**src/rtl/ledpanel_fb_writer_if.sv**
```systemverilog
// Pixel-stream and bitplane-write buses of the LED panel frame-buffer writer.
// Parameters must match the writer instance they connect to.
interface ledpanel_pix_if #(
    parameter int BITDEPTH_MAX = 8
);
    logic                      valid;
    logic                      ready;
    logic                      sof;
    logic [3*BITDEPTH_MAX-1:0] data;

    modport master (output valid, output sof, output data, input ready);
    modport slave  (input valid, input sof, input data, output ready);
endinterface

interface ledpanel_mem_if #(
    parameter int ADDR_WIDTH = 13,
    parameter int BIT_WIDTH  = 3,
    parameter int DATA_WIDTH = 6
);
    logic                  wr_en;
    logic                  wr_buffer;
    logic [ADDR_WIDTH-1:0] wr_addr;
    logic [BIT_WIDTH-1:0]  wr_bit;
    logic [DATA_WIDTH-1:0] wr_data;
    logic [DATA_WIDTH-1:0] wr_mask;

    modport master (output wr_en, output wr_buffer, output wr_addr, output wr_bit,
                    output wr_data, output wr_mask);
    modport slave  (input wr_en, input wr_buffer, input wr_addr, input wr_bit,
                    input wr_data, input wr_mask);
endinterface

```
**src/rtl/ledpanel_fb_writer.sv**
```systemverilog
// Slices RGB pixels into bitplanes and writes them into the non-displayed buffer half.
// Plane 0 written 1 cycle after accept; pix.ready stays low for the bitdepth write cycles.
module ledpanel_fb_writer #(
    parameter int  N_ROWS_MAX       = 64,
    parameter int  N_COLS_MAX       = 256,
    parameter int  BITDEPTH_MAX     = 8,
    localparam int MEM_DEPTH        = N_ROWS_MAX * N_COLS_MAX,
    localparam int R_MEM_ADDR_WIDTH = $clog2(MEM_DEPTH) - 1,
    localparam int R_MEM_DATA_WIDTH = 6
) (
    input  logic          clk,
    input  logic          ctrl_rst_n,
    input  logic          ctrl_en,
    input  logic [31:0]   ctrl_n_rows,
    input  logic [31:0]   ctrl_n_cols,
    input  logic [31:0]   ctrl_bitdepth,
    ledpanel_pix_if.slave pix,
    input  logic          disp_buffer,
    ledpanel_mem_if.master mem,
    output logic          stat_frame_done,
    output logic          stat_overrun,
    output logic          stat_sof_err
);
    localparam int BIT_WIDTH = $clog2(BITDEPTH_MAX);

    typedef enum logic [1:0] {SYNC, ACCEPT, WRITE} state_t;

    state_t                    state;
    logic [3*BITDEPTH_MAX-1:0] pix_q;
    logic                      top_q;
    logic                      ovr_seen;
    logic [31:0]               row;
    logic [31:0]               col;
    logic [31:0]               plane;

    logic [31:0] bd_eff;
    logic [31:0] last_plane;
    logic [31:0] nxt_plane;
    logic [31:0] half;
    logic [31:0] nxt_row;
    logic [31:0] nxt_col;
    logic [31:0] row_off;
    logic [31:0] addr_full;
    logic        nxt_top;
    logic        accept;
    logic        restart;
    logic        start;
    logic        last_pixel;

    // Picks bit (BITDEPTH_MAX - bd + plane) of each colour so plane 0 is the shown LSB.
    function automatic logic [R_MEM_DATA_WIDTH-1:0] lane_word(
        input logic [3*BITDEPTH_MAX-1:0] px,
        input logic [31:0]               plane_idx,
        input logic [31:0]               bd,
        input logic                      top
    );
        logic [BITDEPTH_MAX-1:0] r;
        logic [BITDEPTH_MAX-1:0] g;
        logic [BITDEPTH_MAX-1:0] b;
        logic [31:0]             bi;
        logic [BIT_WIDTH-1:0]    idx;
        logic [2:0]              rgb;
        r   = px[3*BITDEPTH_MAX-1 -: BITDEPTH_MAX];
        g   = px[2*BITDEPTH_MAX-1 -: BITDEPTH_MAX];
        b   = px[BITDEPTH_MAX-1 -: BITDEPTH_MAX];
        bi  = 32'(BITDEPTH_MAX) - bd + plane_idx;
        idx = BIT_WIDTH'(bi);
        rgb = {r[idx], g[idx], b[idx]};
        return top ? {rgb, 3'b000} : {3'b000, rgb};
    endfunction

    always_comb begin
        bd_eff = ctrl_bitdepth;
        if (ctrl_bitdepth == 32'd0) begin
            bd_eff = 32'd1;
        end else if (ctrl_bitdepth > 32'(BITDEPTH_MAX)) begin
            bd_eff = 32'(BITDEPTH_MAX);
        end
        last_plane = bd_eff - 32'd1;
        nxt_plane  = plane + 32'd1;
        half       = ctrl_n_rows >> 1;
        accept     = pix.valid && pix.ready;
        restart    = accept && pix.sof;
        start      = accept && (pix.sof || (state == ACCEPT));
        nxt_row    = pix.sof ? 32'd0 : row;
        nxt_col    = pix.sof ? 32'd0 : col;
        nxt_top    = nxt_row < half;
        row_off    = nxt_top ? nxt_row : (nxt_row - half);
        addr_full  = row_off * ctrl_n_cols + nxt_col;
        last_pixel = (row == ctrl_n_rows - 32'd1) && (col == ctrl_n_cols - 32'd1);
    end

    always_ff @(posedge clk or negedge ctrl_rst_n) begin
        if (!ctrl_rst_n) begin
            state           <= SYNC;
            pix_q           <= '0;
            top_q           <= 1'b0;
            ovr_seen        <= 1'b0;
            row             <= '0;
            col             <= '0;
            plane           <= '0;
            pix.ready       <= 1'b0;
            mem.wr_en       <= 1'b0;
            mem.wr_buffer   <= 1'b0;
            mem.wr_addr     <= '0;
            mem.wr_bit      <= '0;
            mem.wr_data     <= '0;
            mem.wr_mask     <= '0;
            stat_frame_done <= 1'b0;
            stat_overrun    <= 1'b0;
            stat_sof_err    <= 1'b0;
        end else if (!ctrl_en) begin
            // Abort: drop any partial pixel silently and wait for a fresh SOF.
            state           <= SYNC;
            ovr_seen        <= 1'b0;
            pix.ready       <= 1'b0;
            mem.wr_en       <= 1'b0;
            mem.wr_buffer   <= 1'b0;
            mem.wr_addr     <= '0;
            mem.wr_bit      <= '0;
            mem.wr_data     <= '0;
            mem.wr_mask     <= '0;
            stat_frame_done <= 1'b0;
            stat_overrun    <= 1'b0;
            stat_sof_err    <= 1'b0;
        end else begin
            stat_frame_done <= 1'b0;
            stat_overrun    <= 1'b0;
            stat_sof_err    <= 1'b0;

            // Tearing: display swapped onto the half we are filling; report once per frame.
            if ((state != SYNC) && !ovr_seen && !restart && (disp_buffer == mem.wr_buffer)) begin
                stat_overrun <= 1'b1;
                ovr_seen     <= 1'b1;
            end

            case (state)
                SYNC, ACCEPT: begin
                    pix.ready <= 1'b1;
                    if (start) begin
                        pix_q       <= pix.data;
                        row         <= nxt_row;
                        col         <= nxt_col;
                        top_q       <= nxt_top;
                        plane       <= '0;
                        pix.ready   <= 1'b0;
                        mem.wr_en   <= 1'b1;
                        mem.wr_addr <= R_MEM_ADDR_WIDTH'(addr_full);
                        mem.wr_bit  <= '0;
                        mem.wr_data <= lane_word(pix.data, 32'd0, bd_eff, nxt_top);
                        mem.wr_mask <= nxt_top ? 6'b111000 : 6'b000111;
                        state       <= WRITE;
                        if (pix.sof) begin
                            mem.wr_buffer <= ~disp_buffer;
                            ovr_seen      <= 1'b0;
                            if (state == ACCEPT) begin
                                stat_sof_err <= 1'b1;
                            end
                        end
                    end
                end
                WRITE: begin
                    if (plane >= last_plane) begin
                        mem.wr_en   <= 1'b0;
                        mem.wr_addr <= '0;
                        mem.wr_bit  <= '0;
                        mem.wr_data <= '0;
                        mem.wr_mask <= '0;
                        pix.ready   <= 1'b1;
                        if (last_pixel) begin
                            stat_frame_done <= 1'b1;
                            state           <= SYNC;
                        end else begin
                            state <= ACCEPT;
                            if (col == ctrl_n_cols - 32'd1) begin
                                col <= '0;
                                row <= row + 32'd1;
                            end else begin
                                col <= col + 32'd1;
                            end
                        end
                    end else begin
                        plane       <= nxt_plane;
                        mem.wr_bit  <= BIT_WIDTH'(nxt_plane);
                        mem.wr_data <= lane_word(pix_q, nxt_plane, bd_eff, top_q);
                    end
                end
                default: state <= SYNC;
            endcase
        end
    end
endmodule

```
**src/flat_wrapper.sv**
```systemverilog
// flat-port wrapper written by rule: the top's interface ports become plain ports
module ledpanel_fb_writer_flat 
#(
    parameter int  N_ROWS_MAX       = 64,
    parameter int  N_COLS_MAX       = 256,
    parameter int  BITDEPTH_MAX     = 8,
    localparam int MEM_DEPTH        = N_ROWS_MAX * N_COLS_MAX,
    localparam int R_MEM_ADDR_WIDTH = $clog2(MEM_DEPTH) - 1,
    localparam int R_MEM_DATA_WIDTH = 6
)
  (clk, ctrl_rst_n, ctrl_en, ctrl_n_rows, ctrl_n_cols, ctrl_bitdepth, disp_buffer, stat_frame_done, stat_overrun, stat_sof_err, pix_valid, pix_sof, pix_data, pix_ready, mem_wr_en, mem_wr_buffer, mem_wr_addr, mem_wr_bit, mem_wr_data, mem_wr_mask);
  ledpanel_pix_if #(.BITDEPTH_MAX(BITDEPTH_MAX)) pix_i ();
  ledpanel_mem_if #(.ADDR_WIDTH((13)), .BIT_WIDTH(3), .DATA_WIDTH(6)) mem_i ();
  input  logic clk;
  input  logic ctrl_rst_n;
  input  logic ctrl_en;
  input  logic [31:0] ctrl_n_rows;
  input  logic [31:0] ctrl_n_cols;
  input  logic [31:0] ctrl_bitdepth;
  input  logic disp_buffer;
  output logic stat_frame_done;
  output logic stat_overrun;
  output logic stat_sof_err;
  input wire logic [$bits(pix_i.valid)-1:0] pix_valid;
  input wire logic [$bits(pix_i.sof)-1:0] pix_sof;
  input wire logic [$bits(pix_i.data)-1:0] pix_data;
  output wire logic [$bits(pix_i.ready)-1:0] pix_ready;
  output wire logic [$bits(mem_i.wr_en)-1:0] mem_wr_en;
  output wire logic [$bits(mem_i.wr_buffer)-1:0] mem_wr_buffer;
  output wire logic [$bits(mem_i.wr_addr)-1:0] mem_wr_addr;
  output wire logic [$bits(mem_i.wr_bit)-1:0] mem_wr_bit;
  output wire logic [$bits(mem_i.wr_data)-1:0] mem_wr_data;
  output wire logic [$bits(mem_i.wr_mask)-1:0] mem_wr_mask;
  assign pix_i.valid = pix_valid;
  assign pix_i.sof = pix_sof;
  assign pix_i.data = pix_data;
  assign pix_ready = pix_i.ready;
  assign mem_wr_en = mem_i.wr_en;
  assign mem_wr_buffer = mem_i.wr_buffer;
  assign mem_wr_addr = mem_i.wr_addr;
  assign mem_wr_bit = mem_i.wr_bit;
  assign mem_wr_data = mem_i.wr_data;
  assign mem_wr_mask = mem_i.wr_mask;
  ledpanel_fb_writer #(.N_ROWS_MAX(N_ROWS_MAX), .N_COLS_MAX(N_COLS_MAX), .BITDEPTH_MAX(BITDEPTH_MAX)) u_core (.clk(clk), .ctrl_rst_n(ctrl_rst_n), .ctrl_en(ctrl_en), .ctrl_n_rows(ctrl_n_rows), .ctrl_n_cols(ctrl_n_cols), .ctrl_bitdepth(ctrl_bitdepth), .pix(pix_i), .disp_buffer(disp_buffer), .mem(mem_i), .stat_frame_done(stat_frame_done), .stat_overrun(stat_overrun), .stat_sof_err(stat_sof_err));
endmodule
```
**config.mk**
```make
export PLATFORM = sky130hd
export DESIGN_NAME = ledpanel_fb_writer_flat
export DESIGN_NICKNAME = d
export VERILOG_FILES = /design/src/rtl/ledpanel_fb_writer_if.sv /design/src/rtl/ledpanel_fb_writer.sv /design/src/flat_wrapper.sv
export SDC_FILE = /design/constraint.sdc
export NUM_CORES = 1
export LEC_CHECK = 0
export CAP_MARGIN = 20
export CORE_UTILIZATION = 52
export CTS_CLUSTER_SIZE = 8
export DETAILED_ROUTE_END_ITERATION = 10
export MAX_ROUTING_LAYER = met4
export PLACE_DENSITY = 0.85
export SYNTH_ARGS = -nofsm -noshare
export SYNTH_HDL_FRONTEND = slang
export SYNTH_SLANG_ARGS = --single-unit
```
**constraint.sdc**
```tcl
create_clock -name clk -period 21.4 [get_ports clk]
set_input_delay 4.28 -clock clk [delete_from_list [all_inputs] [get_ports clk]]
set_output_delay 4.28 -clock clk [all_outputs]
set_load 0.05 [all_outputs]
```
==> implementation parameters <==
Parameter                              Value

Global route
  Remaining Overflow, GRT ... 0
  Number of antenna violations at the first check in global routing ... 0
  Largest net degree at the start of global routing ... 88
  Number of global-route vias before repair ... roughly 14000
  Global Route Usage Sum ... 28.8%
  First-pass GRT wire length ... approximately 70000 µm

Synthesis
  Share of synthesized registers carrying an async set or reset ... 100%
  Yosys warning count ... 0
  Flip-flop cell with the highest count after synthesis ... dfrtp_1
  Part of the Yosys area used for sequential elements ... 24.7%
  Library cells used by synthesis ... 80
  Number of flops mapped to enable cells by yosys ... 0
  Post-Syn Area per Cell ... 8.26 µm²
  Cell accounting for the most synthesized area ... dfrtp_1
  Top post-synthesis cells by area ... dfrtp_1 25%, ha_1 8.9%, fa_1 7.5%, nand2_1 5.0%, xor2_1 4.3%
  Post-synthesis instance total ... 1886
  Synthesized flop and latch total ... between 150 and 200
  Cell area after synthesis ... 15600 µm²
  Area share of the largest cell type after synthesis ... roughly a quarter

STA
  Max Clock Freq ... 76.0 MHz
  Worst hold margin ... 0.481 ns
  Pin slew with the least headroom to its limit ... between 0.9 and 1 ns
  Setup repair after global routing missed its margin ... false
  Final min period ... 13.16 ns
  Number of failing setup endpoints in the final timing report ... 0
  Total count of hold-check failures in the final report ... 0
  Tightest slew margin relative to the limit ... 37.0%
  Max Transition Viols Final ... 0
  Worst Clk Skew ... between 0.015 and 0.02 ns
  Post-route clock period utilization ... 61.5%
  Setup Total Neg Slack ... 0 ns

Critical path
  Reg-to-reg slack, setup ... 12.68 ns
  Setup CP Type ... in2reg
  Startpoint Class ... input pin
  CP max FO ... 41
  Cell mode on critical path ... fa_1
  Critical path arrival ... 13.49 ns
  Endpoint type of the worst setup path ... flip-flop
  Crit path largest cell delay ... between 0.5 and 0.6 ns
  Critical path required time ... 21.72 ns
  Cell with the biggest individual delay on the critical path ... fa_1

Die
  Initial core utilization ... 53.5%
  Floorplan die area ... 30600 µm²
  Top-Level Pins ... 160
  Die Y-Extent ... 175 µm
  Area of the core region ... roughly 29000 µm²
  Row cnt ... a little over 60
  Die width ... 175 µm

Clock network
  Hold buffer count at cts ... 0
  Post-CTS Setup Repair Bufs ... 0
  Insertion delay to the later sink of the worst-skew pair ... ~0.44 ns
  Number of buffers on the longest clock path ... 2
  Clock transition at the register clock pins on the worst setup and hold paths after CTS ... 0.07 ns
  CTS tree ... built
  Root buffer cell ... clkbuf_16
  Number of buffers created by CTS ... 17
  PostCTS Resize Cnt ... 0
  Number of sinks on the clock net ... 154
  Clock H-tree levels ... 4

Pwr
  Proportion of power drawn by flip-flops and latches ... 38.4%
  Power density over the cells ... roughly 46 nW/µm²
  Cell-internal power ... 560 µW
  Maximum VDD drop ... 49.9 µV
  Clock share of power ... 36.3%
  Sw power ... 278 µW
  P_leak ... 0.00821 µW
  Portion of total power attributed to combinational logic ... 25.3%
  Sw Share ... 33.2%

Route
  Total number of vias ... 14600
  Total detailed-routing wirelength ... 42300 µm
  Iteration count of the initial detailed-routing pass ... 7
  Number of DRC markers after the initial detailed-route iteration ... 1445
  Vias per inst ... around 6.1
  Final ANT Viol Nets ... 0
  Remaining design rule violation count ... 0
  Routed WL per cell ... 17.6 µm

Finish
  Most common cell after layout, fill and taps aside ... nand2_1
  Area Overhead vs Synth ... 15.8%
  Antenna Diode Count ... 0
  Ratio of cells with drive above 1 in the final layout ... 5.36%
  Final nets ... 2296
  Commonest non-fill, non-tap cells in the layout ... 209 x nand2_1, 158 x clkdlybuf4s50_1, 154 x dfrtp_1, 153 x inv_1, 152 x nor2_1

Placed design
  RePlAce Congestion ... a little under 1
  Number of buffer cells added on primary ports ... 159
  Placed wire-length estimate after detailed placement ... 31700 µm

Run status
  Result of the run ... completed

Job
  Number of max-capacitance violations reported ... 0

Hold path
  Worst min path class ... reg2reg
==> worst paths after layout <==
kind,end,from,cells past startpoint
min in group asynchronous,u_core.mem.wr_addr[12]$_DFFE_PN0P_,ctrl_rst_n,1
max in group asynchronous,u_core.pix_q[20]$_DFFE_PN0P_,ctrl_rst_n,2
min reg2reg,u_core.mem.wr_addr[9]$_DFFE_PN0P_,u_core.mem.wr_addr[9]$_DFFE_PN0P_,2
max reg2reg,u_core.mem.wr_addr[12]$_DFFE_PN0P_,u_core.row[1]$_DFFE_PN0P_,26
max,u_core.mem.wr_addr[12]$_DFFE_PN0P_,pix_sof,35
min,u_core.mem.wr_addr[9]$_DFFE_PN0P_,u_core.mem.wr_addr[9]$_DFFE_PN0P_,2
==> per-stage QoR <==
| stage | area, µm² | util, % | power (µW) | setup slack, ns | instances |
|---|---|---|---|---|---|
| finish | 18000 | 62.0 | 838 | 8.24 | 2398 |
| detailed placement | 17400 | 59.8 | 535 | 7.81 | 2364 |
| CTS | 18000 | 61.9 | 839 | 8.24 | 2396 |
| global placement | 17400 | 59.8 | 526 | 8.02 | 2364 |
| floorplan | 15600 | - | 458 | 9.00 | 1900 |
| global route | 18000 | 62.0 | 875 | 7.56 | 2398 |
==> final cells by class <==
class                           count  area [µm²]
Clock buffer                       17         425
Clock inverter                     15         175
Fill cell                        2425       11100
Inverter                          156         586
Multi-Input combinational cell   1498       10800
Sequential cell                   154        3850
Tap cell                          384         480
Timing Repair Buffer              174        1720
==> synthesized netlist by cell type, drive strengths merged (17+ instances only) <==
cell    count
nor4       26
or3        20
nand3b     17
and2       47
ha        111
a21o       25
nand3      58
nand2     209
o31ai      39
inv       156
a31oi      23
o21ai     137
nand4      37
nor3       43
fa         58
clkbuf     72
buf        20
and3       48
nand2b     27
a21oi      52
nor2b      41
xor2       76
mux2i      17
dfrtp     154
nor2      153
xnor2      60
==> metal layers <==
layer,global-route usage (%),share of wire (%),vias to the layer above
met4,10.1,3.0,0
met5,-,0,-
met3,3.74,6.6,101
met1,35.6,42,7013
met2,48.2,49,642
li1,-,-,6800
==> logic make-up (layout without fill, tap and decap cells) <==
group	Yosys count	count (layout)	share of synthesized area [%]
and+or+nand+nor	768	768	25.1
AOI/OAI and AO/OA	369	369	15.8
buffers and inverters	248	362	6.35
adders and majority gates	169	169	16.4
DFF	154	154	24.7
xor gates and xnor gates	140	140	8.23
muxes	37	37	3.41
other	1	15	0.0241
==> sequential cells by signal (all words and copies together) (netlist names), 2 cells and up <==
register and count:
u_core.mem.wr_mask 2, u_core.mem.wr_data 6, u_core.col 32, u_core.state 2
u_core.row 32, u_core.mem.wr_addr 13, u_core.mem.wr_bit 3, u_core.plane 32
u_core.pix_q 24
==> power by group through the flow <==
stage	logic (µW)	registers, µW	clock network (µW)
floorplan	127	330	0
global placement	201	325	0
detailed placement	208	326	0
CTS	211	321	307
global route	233	323	319
finish	212	321	304
==> critical path, delay by kind of cell <==
family / cells / cell delay (ns)
compound gates: 8 / 2.24
xor+xnor: 2 / 0.65
fa+ha+maj: 9 / 3.41
buf+inv: 8 / 1.55
simple gates: 8 / 1.29
(Power assumes the default switching activity.)
